$ cat config.mk
export PLATFORM = sky130hd
export DESIGN_NAME = mmio_uart_tx
export DESIGN_NICKNAME = d
export VERILOG_FILES = /design/src/rtl/mmio_uart_tx.sv
export SDC_FILE = /design/constraint.sdc
export NUM_CORES = 1
export LEC_CHECK = 0
export CORE_ASPECT_RATIO = 2
export CORE_MARGIN = 1.5
export CORE_UTILIZATION = 45
export DETAILED_ROUTE_END_ITERATION = 10
export PLACE_DENSITY = 0.67
export SKIP_CTS_REPAIR_TIMING = 1
export SLEW_MARGIN = 10
export SYNTH_ARGS = -nofsm -noshare
export SYNTH_HDL_FRONTEND = slang
export SYNTH_SLANG_ARGS = --single-unit
$ cat constraint.sdc
create_clock -name clk -period 3.5 [get_ports clk]
set_input_delay 0.7 -clock clk [delete_from_list [all_inputs] [get_ports clk]]
set_output_delay 0.7 -clock clk [all_outputs]
set_load 0.01 [all_outputs]
$ cat src/rtl/mmio_uart_tx.sv
// ============================================================================
// mmio_uart_tx : memory-mapped 8N1 UART transmitter with TX FIFO and IRQ
// Revision     : 1.0
// ============================================================================
`default_nettype none

module mmio_uart_tx #(
    parameter logic [31:0] BASE_ADDR   = 32'h0000_1000,
    parameter int          FIFO_DEPTH  = 8,
    parameter logic [15:0] DEFAULT_DIV = 16'd433
) (
    input  logic        clk,
    input  logic        reset,
    input  logic [31:0] i_addr,
    input  logic [31:0] i_wdata,
    input  logic        i_we,
    input  logic [3:0]  i_sel,
    output logic [31:0] o_rdata,
    output logic        o_txd,
    output logic        o_irq
);

    localparam int AW = $clog2(FIFO_DEPTH);
    localparam int CW = AW + 1;

    typedef enum logic [1:0] {
        IDLE  = 2'd0,
        START = 2'd1,
        DATA  = 2'd2,
        STOP  = 2'd3
    } state_t;

    state_t         state_q;
    logic [7:0]     mem_q [FIFO_DEPTH];
    logic [AW-1:0]  wr_ptr_q, rd_ptr_q;
    logic [CW-1:0]  count_q, count_d;
    logic           ovf_q, tx_en_q, irq_en_q, irq_en_d;
    logic [15:0]    div_q, bitcnt_q;
    logic [2:0]     bitidx_q;
    logic [7:0]     shift_q;
    logic           txd_q, irq_q;

    logic           hit, push_req, push_ok, pop, full, empty, busy;
    logic           ctrl_we, div_we, stat_we, idle_d;
    logic [1:0]     reg_sel;

    assign hit      = (i_addr[31:4] == BASE_ADDR[31:4]);
    assign reg_sel  = i_addr[3:2];
    assign push_req = i_we && hit && (reg_sel == 2'd0) && i_sel[0];
    assign stat_we  = i_we && hit && (reg_sel == 2'd1) && i_sel[0];
    assign ctrl_we  = i_we && hit && (reg_sel == 2'd2) && i_sel[0];
    assign div_we   = i_we && hit && (reg_sel == 2'd3);

    assign full     = (count_q == CW'(FIFO_DEPTH));
    assign empty    = (count_q == '0);
    assign busy     = (state_q != IDLE);
    // Push is judged on the pre-edge count; a same-cycle pop does not make room.
    assign push_ok  = push_req && !full;
    assign pop      = (state_q == IDLE) && tx_en_q && !empty;
    assign count_d  = count_q + CW'(push_ok) - CW'(pop);
    assign irq_en_d = ctrl_we ? i_wdata[1] : irq_en_q;
    assign idle_d   = ((state_q == IDLE) && !pop) ||
                      ((state_q == STOP) && (bitcnt_q == '0));

    always_ff @(posedge clk) begin
        if (push_ok) begin
            mem_q[wr_ptr_q] <= i_wdata[7:0];
        end
    end

    always_ff @(posedge clk or posedge reset) begin
        if (reset) begin
            wr_ptr_q <= '0;
            rd_ptr_q <= '0;
            count_q  <= '0;
            ovf_q    <= 1'b0;
            tx_en_q  <= 1'b0;
            irq_en_q <= 1'b0;
            div_q    <= DEFAULT_DIV;
        end else begin
            if (push_ok) wr_ptr_q <= wr_ptr_q + 1'b1;
            if (pop)     rd_ptr_q <= rd_ptr_q + 1'b1;
            count_q <= count_d;
            if (push_req && full) begin
                ovf_q <= 1'b1;
            end else if (stat_we && i_wdata[3]) begin
                ovf_q <= 1'b0;
            end
            if (ctrl_we) tx_en_q <= i_wdata[0];
            irq_en_q <= irq_en_d;
            if (div_we && i_sel[0]) div_q[7:0]  <= i_wdata[7:0];
            if (div_we && i_sel[1]) div_q[15:8] <= i_wdata[15:8];
        end
    end

    // Serialiser: bit counter reloads from DIV at each bit boundary.
    always_ff @(posedge clk or posedge reset) begin
        if (reset) begin
            state_q  <= IDLE;
            txd_q    <= 1'b1;
            irq_q    <= 1'b0;
            shift_q  <= '0;
            bitcnt_q <= '0;
            bitidx_q <= '0;
        end else begin
            irq_q <= irq_en_d && (count_d == '0) && idle_d;
            case (state_q)
                IDLE: begin
                    txd_q <= 1'b1;
                    if (pop) begin
                        shift_q  <= mem_q[rd_ptr_q];
                        bitcnt_q <= div_q;
                        txd_q    <= 1'b0;
                        state_q  <= START;
                    end
                end
                START: begin
                    if (bitcnt_q == '0) begin
                        bitcnt_q <= div_q;
                        bitidx_q <= '0;
                        txd_q    <= shift_q[0];
                        state_q  <= DATA;
                    end else begin
                        bitcnt_q <= bitcnt_q - 1'b1;
                    end
                end
                DATA: begin
                    if (bitcnt_q == '0) begin
                        bitcnt_q <= div_q;
                        if (bitidx_q == 3'd7) begin
                            txd_q   <= 1'b1;
                            state_q <= STOP;
                        end else begin
                            bitidx_q <= bitidx_q + 1'b1;
                            shift_q  <= shift_q >> 1;
                            txd_q    <= shift_q[1];
                        end
                    end else begin
                        bitcnt_q <= bitcnt_q - 1'b1;
                    end
                end
                STOP: begin
                    if (bitcnt_q == '0) begin
                        state_q <= IDLE;
                    end else begin
                        bitcnt_q <= bitcnt_q - 1'b1;
                    end
                end
                default: state_q <= IDLE;
            endcase
        end
    end

    always_comb begin
        o_rdata = '0;
        if (hit) begin
            case (reg_sel)
                2'd1: begin
                    o_rdata[0]    = full;
                    o_rdata[1]    = empty;
                    o_rdata[2]    = busy;
                    o_rdata[3]    = ovf_q;
                    o_rdata[12:8] = 5'(count_q);
                end
                2'd2:    o_rdata[1:0]  = {irq_en_q, tx_en_q};
                2'd3:    o_rdata[15:0] = div_q;
                default: o_rdata       = '0;
            endcase
        end
    end

    assign o_txd = txd_q;
    assign o_irq = irq_q;

    logic unused_ok;
    assign unused_ok = &{1'b0, i_addr[1:0], i_sel[3:2], i_wdata[31:16]};

endmodule

`default_nettype wire

==> results_dict.tcl <==
set metrics [dict create \
    status "finished, final reports clean" \
    crit_path_max_fanout 2 \
    clock-sinks 124 \
    placed_cells 742 \
    antenna_found_initial 0 \
    drv_slew 0 \
    max_slew_margin_pct 45.2 \
    die_h_um 170 \
    pwr-share-comb_pct 4.4 \
    ys_ff_latch 124 \
    max_freq_ghz 0.300 \
    globalRoute.totalOverflow 0 \
    hold_violations 0 \
    skew_ns 0.00831 \
    hp-class "flip-flop to flip-flop" \
    syn2layout_area_growth_pct 26.0 \
    drive_above_1_share_pct 21.9 \
    start_util_pct 46.5 \
    maxCapViolCount 0 \
    ios 105 \
    max_stage_delay_ns 0.47 \
    cp-end-kind "flip-flop" \
    cts.path.max_buffers 2 \
    yosysSeqAreaShare_pct 54.6 \
    die_x_um 86.5 \
    finalSetupViolCount 0 \
    path_cells "clkdlybuf4s50_1 > nor4_1 > nand4_1 > buf_4 > nor4_4 > inv_1 > ha_1 > inv_1 > ha_1 > inv_1 > fa_1 > inv_1 > nor4_2 > and3_1" \
    num_vias 4569 \
    vias_per_cell 5.89 \
    period_minus_slack_ns 3.34 \
    core_area_sq_um 13500 \
    p_sw_share_pct 22.3 \
    clkTransAtPathRegs_ns 0.06 \
    path_class "primary input to flip-flop" \
    p_switching_mw 0.778 \
    rows 60 \
    p_per_area_nw_per_um2 441 \
    synthArstFlopShare_pct 48.4 \
    layout.cells.most_common_list "edfxtp_1 (64), dfrtp_1 (54), clkdlybuf4s50_1 (52)" \
    critPathTopFamily "simple AND/OR/NAND/NOR gates" \
    drt_first_pass_iters 5 \
    ant_nets 0 \
    internal-power_mw 2.71 \
    drt-wirelength-per-cell_um 20.7 \
    yosys_most_used_dff "edfxtp_1" \
    cp.arrival_ns 3.69 \
    tightest_slew_ns 0.821 \
    drt_wl_total_um 16000 \
    clockPowerShare_pct 50.2 \
    cts_tree "built" \
    ys_types 60 \
    grtUsageTotal_pct 23.1 \
    irDropWorstVdd_v 0.000367 \
    path_buf_inv 6 \
    layout.cells.non_filler 776 \
    synth_edf_count 64 \
    final_common_cell "edfxtp_1" \
    fin_hold_ws_ns 0.508 \
    die_area_sq_um 14700 \
    drc 0 \
    portBuffers 68 \
    hpwlAfterDp_um 11700 \
    clock_latency_ns 0.41 \
    seqPwrFrac_pct 45.5 \
    power_leakage_nw 3.45 \
    critPathSlowestCell "fa_1" \
    power.total_mw 3.49 \
    cts_made_buffers 17 \
    min_period_over_period_pct 95.3 \
    avgSynthCellArea_sq_um 12.3 \
    final_nets 695 \
    diodes 0 \
    first_iter_violations 372 \
    postSynthCellCount 511 \
    root_buffer "clkbuf_16" \
    cp-start-kind "primary input" \
    gp_congestion 0.897 \
    first_global_vias 4758 \
    synth.cell_area_sq_um 6280 \
    cts_max_level 4 \
    grt_max_degree 35 \
    required_ns 3.85 \
    grt_pass1_wl_um 25200 \
    ys_warn_count 0 \
    cpMostUsedCell "inv_1" \
]
## logic make-up (layout without fill, tap and decap cells)
family          Yosys count  count (layout)  share of synthesized area (%)
mux                      59              59                           13.2
other cells               1              16                         0.0597
compound gates           89              89                           9.84
simple gates            152             152                           13.1
buf+inv                  63             158                           4.90
xor+xnor                  7               7                          0.976
fa+ha+maj                16              16                           3.31
flops                   124             124                           54.6
## Yosys cell counts, types with 3 or more instances
cell       n  area (sq um)
buf_4     16           120
and3_1     4          25.0
a22oi_1    4          30.0
a32oi_1    3          26.3
nor3b_1    5          37.5
nor2_1    26          97.6
or4_1      3          22.5
ha_1      15           188
buf_2      9          45.0
a21oi_1   17          85.1
a31oi_1    5          31.3
xnor2_1    5          43.8
and2_1    11          68.8
mux4_2    16           360
inv_1     25          93.8
o31a_1     3          26.3
mux2_2    29           327
a22o_1     3          26.3
or3b_2     3          26.3
nor3_1     8          40.0
nand2_1   34           128
a41o_1     4          40.0
clkbuf_1   9          33.8
mux2i_1   14           140
nand3_1   19          95.1
a221o_1    3          30.0
edfxtp_1  64          1920
o21ai_0   24           120
buf_1      4          15.0
dfrtp_1   54          1350
dfstp_2    6           158
or3_1      4          25.0
o221ai_1   3          26.3
nor4_1    13          81.3
nand4_1    8          50.1
## final timing paths
kind | to | cells past startpoint | from | slack [ns]
worst min register to register | shift_q[4] | 1 | shift_q[4] | 0.51
worst max register to register | o_irq | 13 | count_q[2] | 0.24
worst max-delay path | o_irq | 14 | i_addr[5] | 0.16
max in group asynchronous | div_q[7] | 3 | reset | 2.01
worst min-delay path | shift_q[4] | 1 | shift_q[4] | 0.51
min in group asynchronous | shift_q[2] | 2 | reset | 0.72
## through the flow
| step | setup slack (ns) | instance area (sq um) | setup TNS (ns) | util [%] |
|---|---|---|---|---|
| global route | -0.00219 | 7920 | -0.00219 | 58.6 |
| floorplan | 0.193 | 6340 | 0 | - |
| finish | 0.163 | 7920 | 0 | 58.6 |
| CTS | -0.224 | 7820 | -2.42 | 57.9 |
| detailed placement | -0.234 | 7230 | -2.51 | 53.5 |
| global placement | -0.211 | 7230 | -2.06 | 53.5 |
## per-layer routing
metal | share of wire [%] | GRT usage [%] | wire length (um)
met5 | 0 | 0 | 0
met3 | 3.6 | 4.75 | 571
met1 | 33 | 23.5 | 5350
met2 | 59 | 43.1 | 9410
met4 | 4.4 | 11.7 | 709
## power by group through the flow
stage,clock [mW],combinational [mW],sequential (mW)
3_3_place_gp,0,0.146,1.61
2_1_floorplan,0,0.0767,1.61
6_report,1.75,0.153,1.59
5_1_grt,1.83,0.168,1.59
4_1_cts,1.77,0.152,1.59
3_5_place_dp,0,0.151,1.62
## state kept, by name (all words and copies together), names as in the netlist
| register | flops |
|---|---|
| mem_q | 64 |
| o_txd | 1 |
| shift_q | 8 |
| irq_en_q | 1 |
| bitcnt_q | 16 |
| o_irq | 1 |
| count_q | 4 |
| wr_ptr_q | 3 |
| ovf_q | 1 |
| div_q | 16 |
| rd_ptr_q | 3 |
| state_q | 2 |
| bitidx_q | 3 |
| tx_en_q | 1 |
## final cells by class
cell class	count	area [sq um]
Clock buffer	17	425
Sequential cell	124	3430
Inverter	25	93.8
Tap cell	155	194
Fill cell	1109	5600
Clock inverter	15	163
Timing Repair Buffer	101	968
Multi-Input combinational cell	339	2640
Note: power is estimated with default switching activity, not from simulation.
